--- src/rtl/mult_ctrl_4bit_pkg.sv ---
`default_nettype none
// ============================================================================
// Module      : mult_ctrl_4bit_pkg
// Description : Shared state encodings and constants for the 4x4 sequential
//               shift-add multiplier controller and its adder datapath.
// Revision    : 1.0 - initial release
// ============================================================================
package mult_ctrl_4bit_pkg;

  // Operand width, fixed by the ripple adder datapath
  localparam int OPW = 4;

  // Counter value of the final CALC iteration
  localparam logic [1:0] ITER_LAST = 2'd3;

  // Controller states; encoding 2'd3 is unused and recovers to IDLE
  typedef enum logic [1:0] {
    IDLE = 2'd0,
    CALC = 2'd1,
    DONE = 2'd2
  } state_t;

endpackage : mult_ctrl_4bit_pkg
`default_nettype wire

--- src/rtl/ripple_adder_4bit.sv ---
`default_nettype none
// ============================================================================
// Module      : ripple_adder_4bit
// Description : Combinational 4-bit ripple-carry adder; 5-bit result carries
//               the final carry out in bit 4.
// Revision    : 1.0 - initial release
// ============================================================================
module ripple_adder_4bit
  import mult_ctrl_4bit_pkg::*;
(
  input  logic [OPW-1:0] num1,
  input  logic [OPW-1:0] num2,
  output logic [OPW:0]   result
);

  logic [OPW:0]   carry;
  logic [OPW-1:0] sum;

  assign carry[0] = 1'b0;

  // One full-adder cell per bit, carry rippling upward
  for (genvar i = 0; i < OPW; i++) begin : g_bit
    assign sum[i]     = num1[i] ^ num2[i] ^ carry[i];
    assign carry[i+1] = (num1[i] & num2[i]) | (carry[i] & (num1[i] ^ num2[i]));
  end

  assign result = {carry[OPW], sum};

endmodule : ripple_adder_4bit
`default_nettype wire

--- src/rtl/mult_ctrl_4bit.sv ---
`default_nettype none
// ============================================================================
// Module      : mult_ctrl_4bit
// Description : Sequential 4x4 unsigned shift-add multiplier controller.
//               Reuses one 4-bit ripple adder over four iterations; the
//               8-bit product {acc_hi, q} is valid in the DONE cycle and holds
//               until the next accepted start.
// Revision    : 1.0 - initial release
// ============================================================================
module mult_ctrl_4bit
  import mult_ctrl_4bit_pkg::*;
(
  input  logic             clk,
  input  logic             rst_n,
  input  logic             start,
  input  logic [OPW-1:0]   multiplicand,
  input  logic [OPW-1:0]   multiplier,
  output logic             busy,
  output logic             done,
  output logic [2*OPW-1:0] product
);

  state_t         state;
  state_t         next_state;
  logic [OPW-1:0] m_reg;
  logic [OPW-1:0] acc_hi;
  logic [OPW-1:0] q;
  logic [1:0]     cnt;
  logic [OPW-1:0] addend;
  logic [OPW:0]   sum;

  // Add the multiplicand only when the current multiplier LSB is set
  assign addend = q[0] ? m_reg : '0;

  ripple_adder_4bit u_adder (
    .num1   (acc_hi),
    .num2   (addend),
    .result (sum)
  );

  // The product is simply the concatenated shift register
  assign product = {acc_hi, q};

  // State register
  always_ff @(posedge clk or negedge rst_n) begin
    if (!rst_n) begin
      state <= IDLE;
    end else begin
      state <= next_state;
    end
  end

  // Operand load on accept, then one shift-add iteration per CALC cycle;
  // the adder carry lands in acc_hi[3] through the 9-bit right shift
  always_ff @(posedge clk or negedge rst_n) begin
    if (!rst_n) begin
      m_reg  <= '0;
      acc_hi <= '0;
      q      <= '0;
      cnt    <= '0;
    end else begin
      case (state)
        IDLE: begin
          if (start) begin
            m_reg  <= multiplicand;
            q      <= multiplier;
            acc_hi <= '0;
            cnt    <= '0;
          end
        end
        CALC: begin
          {acc_hi, q} <= {sum, q[OPW-1:1]};
          cnt         <= cnt + 2'd1;
        end
        default: begin
        end
      endcase
    end
  end

  // Next-state and status outputs
  always_comb begin
    next_state = state;
    busy       = 1'b0;
    done       = 1'b0;
    case (state)
      IDLE: begin
        if (start) begin
          next_state = CALC;
        end
      end
      CALC: begin
        busy = 1'b1;
        if (cnt == ITER_LAST) begin
          next_state = DONE;
        end
      end
      DONE: begin
        busy       = 1'b1;
        done       = 1'b1;
        next_state = IDLE;
      end
      default: begin
        next_state = IDLE;
      end
    endcase
  end

endmodule : mult_ctrl_4bit
`default_nettype wire
--- config.mk ---
export PLATFORM = sky130hd
export DESIGN_NAME = mult_ctrl_4bit
export DESIGN_NICKNAME = d
export VERILOG_FILES = /design/src/rtl/mult_ctrl_4bit_pkg.sv /design/src/rtl/ripple_adder_4bit.sv /design/src/rtl/mult_ctrl_4bit.sv
export SDC_FILE = /design/constraint.sdc
export NUM_CORES = 1
export LEC_CHECK = 0
export ABC_AREA = 1
export BUFFER_PORTS_ARGS = -buffer_cell sky130_fd_sc_hd__buf_2
export CORE_MARGIN = 5
export CORE_UTILIZATION = 45
export CTS_CLUSTER_SIZE = 12
export DETAILED_ROUTE_END_ITERATION = 12
export GPL_TIMING_DRIVEN = 0
export PLACE_DENSITY = 0.68
export SLEW_MARGIN = 5
export SYNTH_ARGS = -nofsm -noshare
export SYNTH_HDL_FRONTEND = slang
export SYNTH_HIERARCHICAL = 1
export SYNTH_SLANG_ARGS = --single-unit
--- constraint.sdc ---
create_clock -name clk -period 5 [get_ports clk]
set_input_delay 0 -clock clk [delete_from_list [all_inputs] [get_ports clk]]
set_output_delay 0 -clock clk [all_outputs]
set_load 0.02 [all_outputs]
; ---- Yosys cells after proc, flatten, opt, wreduce, memory -nomap -nowiden
; Cells that the tools add are included.
; Widths: inputs -> output; s select.
[word_totals]
elab_cells = 46
input_bits = 11
ff_bits = 16
[classes]
n_reduce_logical = 6
add_sub_neg = 1
bitwise = 17
muxes = 12
eq_ne = 5
[ops]
columns = cell, count
row1 = $pmux 4 s2, 2
row2 = $mux 4, 3
row3 = $pmux 2 s2, 2
row4 = $and 1x1->1, 7
row5 = $xor 1x1->1, 7
row6 = $mux 2, 3
row7 = $reduce_and 2->1, 3
row8 = $eq 2x2->1 const B, 2
row9 = $ne 2x2->1 const B, 2
row10 = $or 1x1->1, 3
row11 = $add 2x1->2 const B, 1
row12 = $eq 2x1->1 const B, 1
row13 = $logic_not 2->1, 1
row14 = $mux 1, 2
row15 = $reduce_bool 2->1, 1
row16 = $reduce_or 2->1, 1

; ---- Longest topological paths before layout
[depth]
word_depth = 9
depth_mapped = 14
ltp_nobuf = 14

; ---- Hierarchy
; Netlist, hierarchy kept.
[by_module_without_submodules]
columns = module, area_per_inst_um2, cells_per_inst, n_inst
row1 = mult_ctrl_4bit, 862.1, 114, 1
row2 = ripple_adder_4bit, 110.1, 14, 1

; ---- Least setup slack after synthesis
; OpenSTA, ideal clock, no wires.
[synth_timing]
kind = reg-to-reg
from = register q[0]
to = register acc_hi[2]
period_less_slack_ns = 2.155
path_buffers = 0
t_required_ns = 4.883
path_slack_ns = 2.845
path_stages_with_launch = 15
arrival_ns = 2.038
cell_sequence = dfrtp_1 nand2_1 inv_1 ha_1 inv_1 fa_1 inv_1 fa_1 inv_1 fa_1 inv_1 nand2_1 inv_1 nand2_1 nand2_1
[synth_between]
elab_chain_len = 8
word_cells_on_any_way = 13
classes_between = mux: 2 / bitwise: 11
[synth_lines]
columns = element, line
row1 = start: declaration, mult_ctrl_4bit.sv:27  ; logic [OPW-1:0] q;
row2 = start signal: assignment, mult_ctrl_4bit.sv:66  ; q <= multiplier;
row3 = start signal: assignment, mult_ctrl_4bit.sv:72  ; {acc_hi, q} <= {sum, q[OPW-1:1]};
row4 = $mux 4, mult_ctrl_4bit.sv:33  ; assign addend = q[0] ? m_reg : '0;
row5 = net addend[0], mult_ctrl_4bit.sv:29  ; logic [OPW-1:0] addend;
row6 = $and 1x1->1 (2 in a row), ripple_adder_4bit.sv:24  ; assign carry[i+1] = (num1[i] & num2[i]) | (carry[i] & (num1[i] ^ num2[i]));
row7 = $or 1x1->1, ripple_adder_4bit.sv:24
row8 = $and 1x1->1, ripple_adder_4bit.sv:24
row9 = $or 1x1->1, ripple_adder_4bit.sv:24
row10 = $xor 1x1->1, ripple_adder_4bit.sv:23  ; assign sum[i] = num1[i] ^ num2[i] ^ carry[i];
row11 = net sum[3], mult_ctrl_4bit.sv:30  ; logic [OPW:0] sum;
row12 = $pmux 4 s2, mult_ctrl_4bit.sv:62  ; case (state)
row13 = end signal: assignment, mult_ctrl_4bit.sv:72
row14 = end: declaration, mult_ctrl_4bit.sv:26  ; logic [OPW-1:0] acc_hi;
; The timed path passes the listed nets, and every way through them passes these cells.
; A chain may end at the register's enable or synchronous reset.

; ---- Worst setup path after layout
; Ends and elaborated chain as after synthesis.

==> results.ini <==
[cts]
clk_latency_ns=0.28
cts.htree.levels=1
cts.sinks=16
root_buffer=clkbuf_4
cts_tree=done
numCtsBuffers=3
cts_resized=0
clk_pin_slew_ns=0.09
clockBufferDepth=2
cts_setup_buffers=0

[floorplan]
placementRows=16
die-area_sq_um=3190
die-height_um=56.5
coreArea_sq_um=2000
pin_count=21
die_w_um=56.5
start_util_pct=48.6

[timing]
min_period_over_period_pct=43.3
final_hold_viol_count=0
finalSetupViolations=0
setup_slack_ns=2.83
final.setup_skew_ns=0.000538
timing.fmax_mhz=462
drv_slew=0
tightest_slew_ns=0.353
setup-tns-final_ns=0
period_needed_ns=2.17
rsz0062_at_grt=false
max_slew_margin_pct=76.5

[grt]
use_met3_pct=2.29
antenna_found_initial=0
grt_util_met2_pct=23.1
grt_max_degree=17
busiest_layer=met2
grt_usage_pct=13.7
grt_pass1_wl_um=3510
grtUsageMet1_pct=16.9
grt_remaining_overflow=0
grt_pass1_vias=816

[yosys]
synth_top_family_by_area=simple AND/OR/NAND/NOR gates
yosys.cell_types.count=10
synth_nets=148
synth_area_per_cell_sq_um=7.60
synthTopCellsByArea=dfrtp_1 41%, nand2_1 23%, inv_1 9.7%, ha_1 7.7%, fa_1 6.2%
ys_ff_latch=16
synth_cells=128
synthAdderAreaFrac_pct=13.9
synth_mux_area_share_pct=0
synth-simple-area-share_pct=31.8
synth_top_area_share_pct=41.2
yosysWarnings=6
synth-xor-area-share_pct=0
synth_compound_area_share_pct=0
synth_area_leader_cell=dfrtp_1
ys_seq_area_share_pct=41.2
synth.cell_area_sq_um=972

[critical_path]
endpoint_kind=register
startpoint_type=register
critical-path-max-stage-delay_ns=0.47
cpMostUsedCell=inv_1
cp_num_buf_inv=6
slowest_stage=fa_1
cp_top_family=adder cells
worstPathCellList=nand2_1 -> inv_1 -> ha_1 -> inv_1 -> fa_1 -> inv_1 -> fa_1 -> inv_1 -> fa_1 -> inv_1 -> nand2_1 -> inv_1 -> nand2_1 -> nand2_1
cp_max_fo=6
crit_type=reg -> reg
worstPathRequired_ns=5.18
critPathArrivalTime_ns=2.35

[detailed_routing]
vias_per_cell=4.45
route.detailed.drc=0
vias=827
wl_um=1930
final_antenna_net_count=0
dr.first_iter.drc_count=11
first_pass_iters=4
post_drt_wl_per_cell_um=10.3

[pwr]
peakVddDrop_v=0.000343
p_leak_nw=0.781
p_per_area_nw_per_um2=513

[job]
cap_viol_max_count=0

[layout]
diodes=0
finalNetCount=180
fin_cells=186
drive_gt1_share_pct=18.9
fin_util_pct=60.6
area_growth_pct=24.7

[placement]
place_ws_ns=2.85
post-dp-hpwl_um=1390
dp.cells=175
gp_congestion=0.733
io_buffers=20

[run_status]
status=finished clean

[hold_path]
hp-class=in -> reg

==> kinds of logic after synthesis <==
| kind of cell | after synthesis |
|---|---|
| and+or+nand+nor | 75 |
| DFF | 16 |
| buffers and inverters | 28 |
| adders and majority gates | 9 |
==> cell usage in the layout, fill, tap and decap left out, drive strengths merged <==
cell         instances
inv                 25
fa                   3
clkbuf               4
nor2                 1
dfrtp               16
buf                 23
dlygate4sd3          7
nand3               12
ha                   6
nand2               62
==> what timing repair did <==
item,4_1_cts,5_1_grt
hold endpoints to repair,22,0
endpoints found under the setup margin,0,0
hold buffers,7,0
==> layout make-up <==
cell class                 instances  area (sq um)
inverter                          25          93.8
sequential                        16           400
clock buffer                       4          36.3
buffer                             3          33.8
tap                               27          33.8
multi-input combinational         84           444
fill                             205           790
timing repair buffer              27           170
==> cell usage after synthesis <==
master	count
buf_6	3
dfrtp_1	16
fa_1	3
ha_1	6
inv_1	25
nand2_1	59
nand2_2	2
nand2_4	1
nand3_1	12
nor2_1	1
==> worst paths after layout <==
| check | slack, ns | start | depth (start not counted) | to |
|---|---|---|---|---|
| max in group asynchronous | 4.60 | rst_n | 2 | acc_hi[2] |
| max | 2.83 | q[0] | 14 | acc_hi[2] |
| max reg2reg | 2.83 | q[0] | 14 | acc_hi[2] |
| min | 0.01 | multiplier[2] | 5 | q[2] |
| min reg2reg | 0.49 | m_reg[3] | 2 | m_reg[3] |
| min in group asynchronous | 0.15 | rst_n | 2 | q[1] |
==> worst reg2reg max path: cells and delay by family (launching register included) <==
kind                       cells  cell delay, ns
adders and majority gates      4            1.10
DFF                            1            0.45
buffers and inverters          6            0.31
and+or+nand+nor                4            0.22
==> metal layers <==
metal | wire length (um) | up-vias
met5 | 0 | -
met4 | 12 | 0
met3 | 91 | 2
met2 | 885 | 17
met1 | 935 | 372
li1 | - | 436
==> per-stage QoR <==
step / hold WS, ns / area (sq um) / power [mW]
finish: 0.0148 / 1210 / 0.621
CTS: 0.00482 / 1210 / 0.631
global placement: -0.0676 / 1110 / 0.531
global route: 0.0326 / 1210 / 0.681
detailed placement: -0.0629 / 1110 / 0.538
floorplan: -0.296 / 972 / 0.454
==> power breakdown <==
group	switching, mW	total [mW]	leakage, nW	internal (mW)
Combinational	0.201	0.317	0.553	0.116
Sequential	0.0386	0.219	0.207	0.180
Clock	0.0412	0.0855	0.0210	0.0443
Total	0.281	0.621	0.781	0.341
No activity file was read; power rests on OpenSTA's default activity.
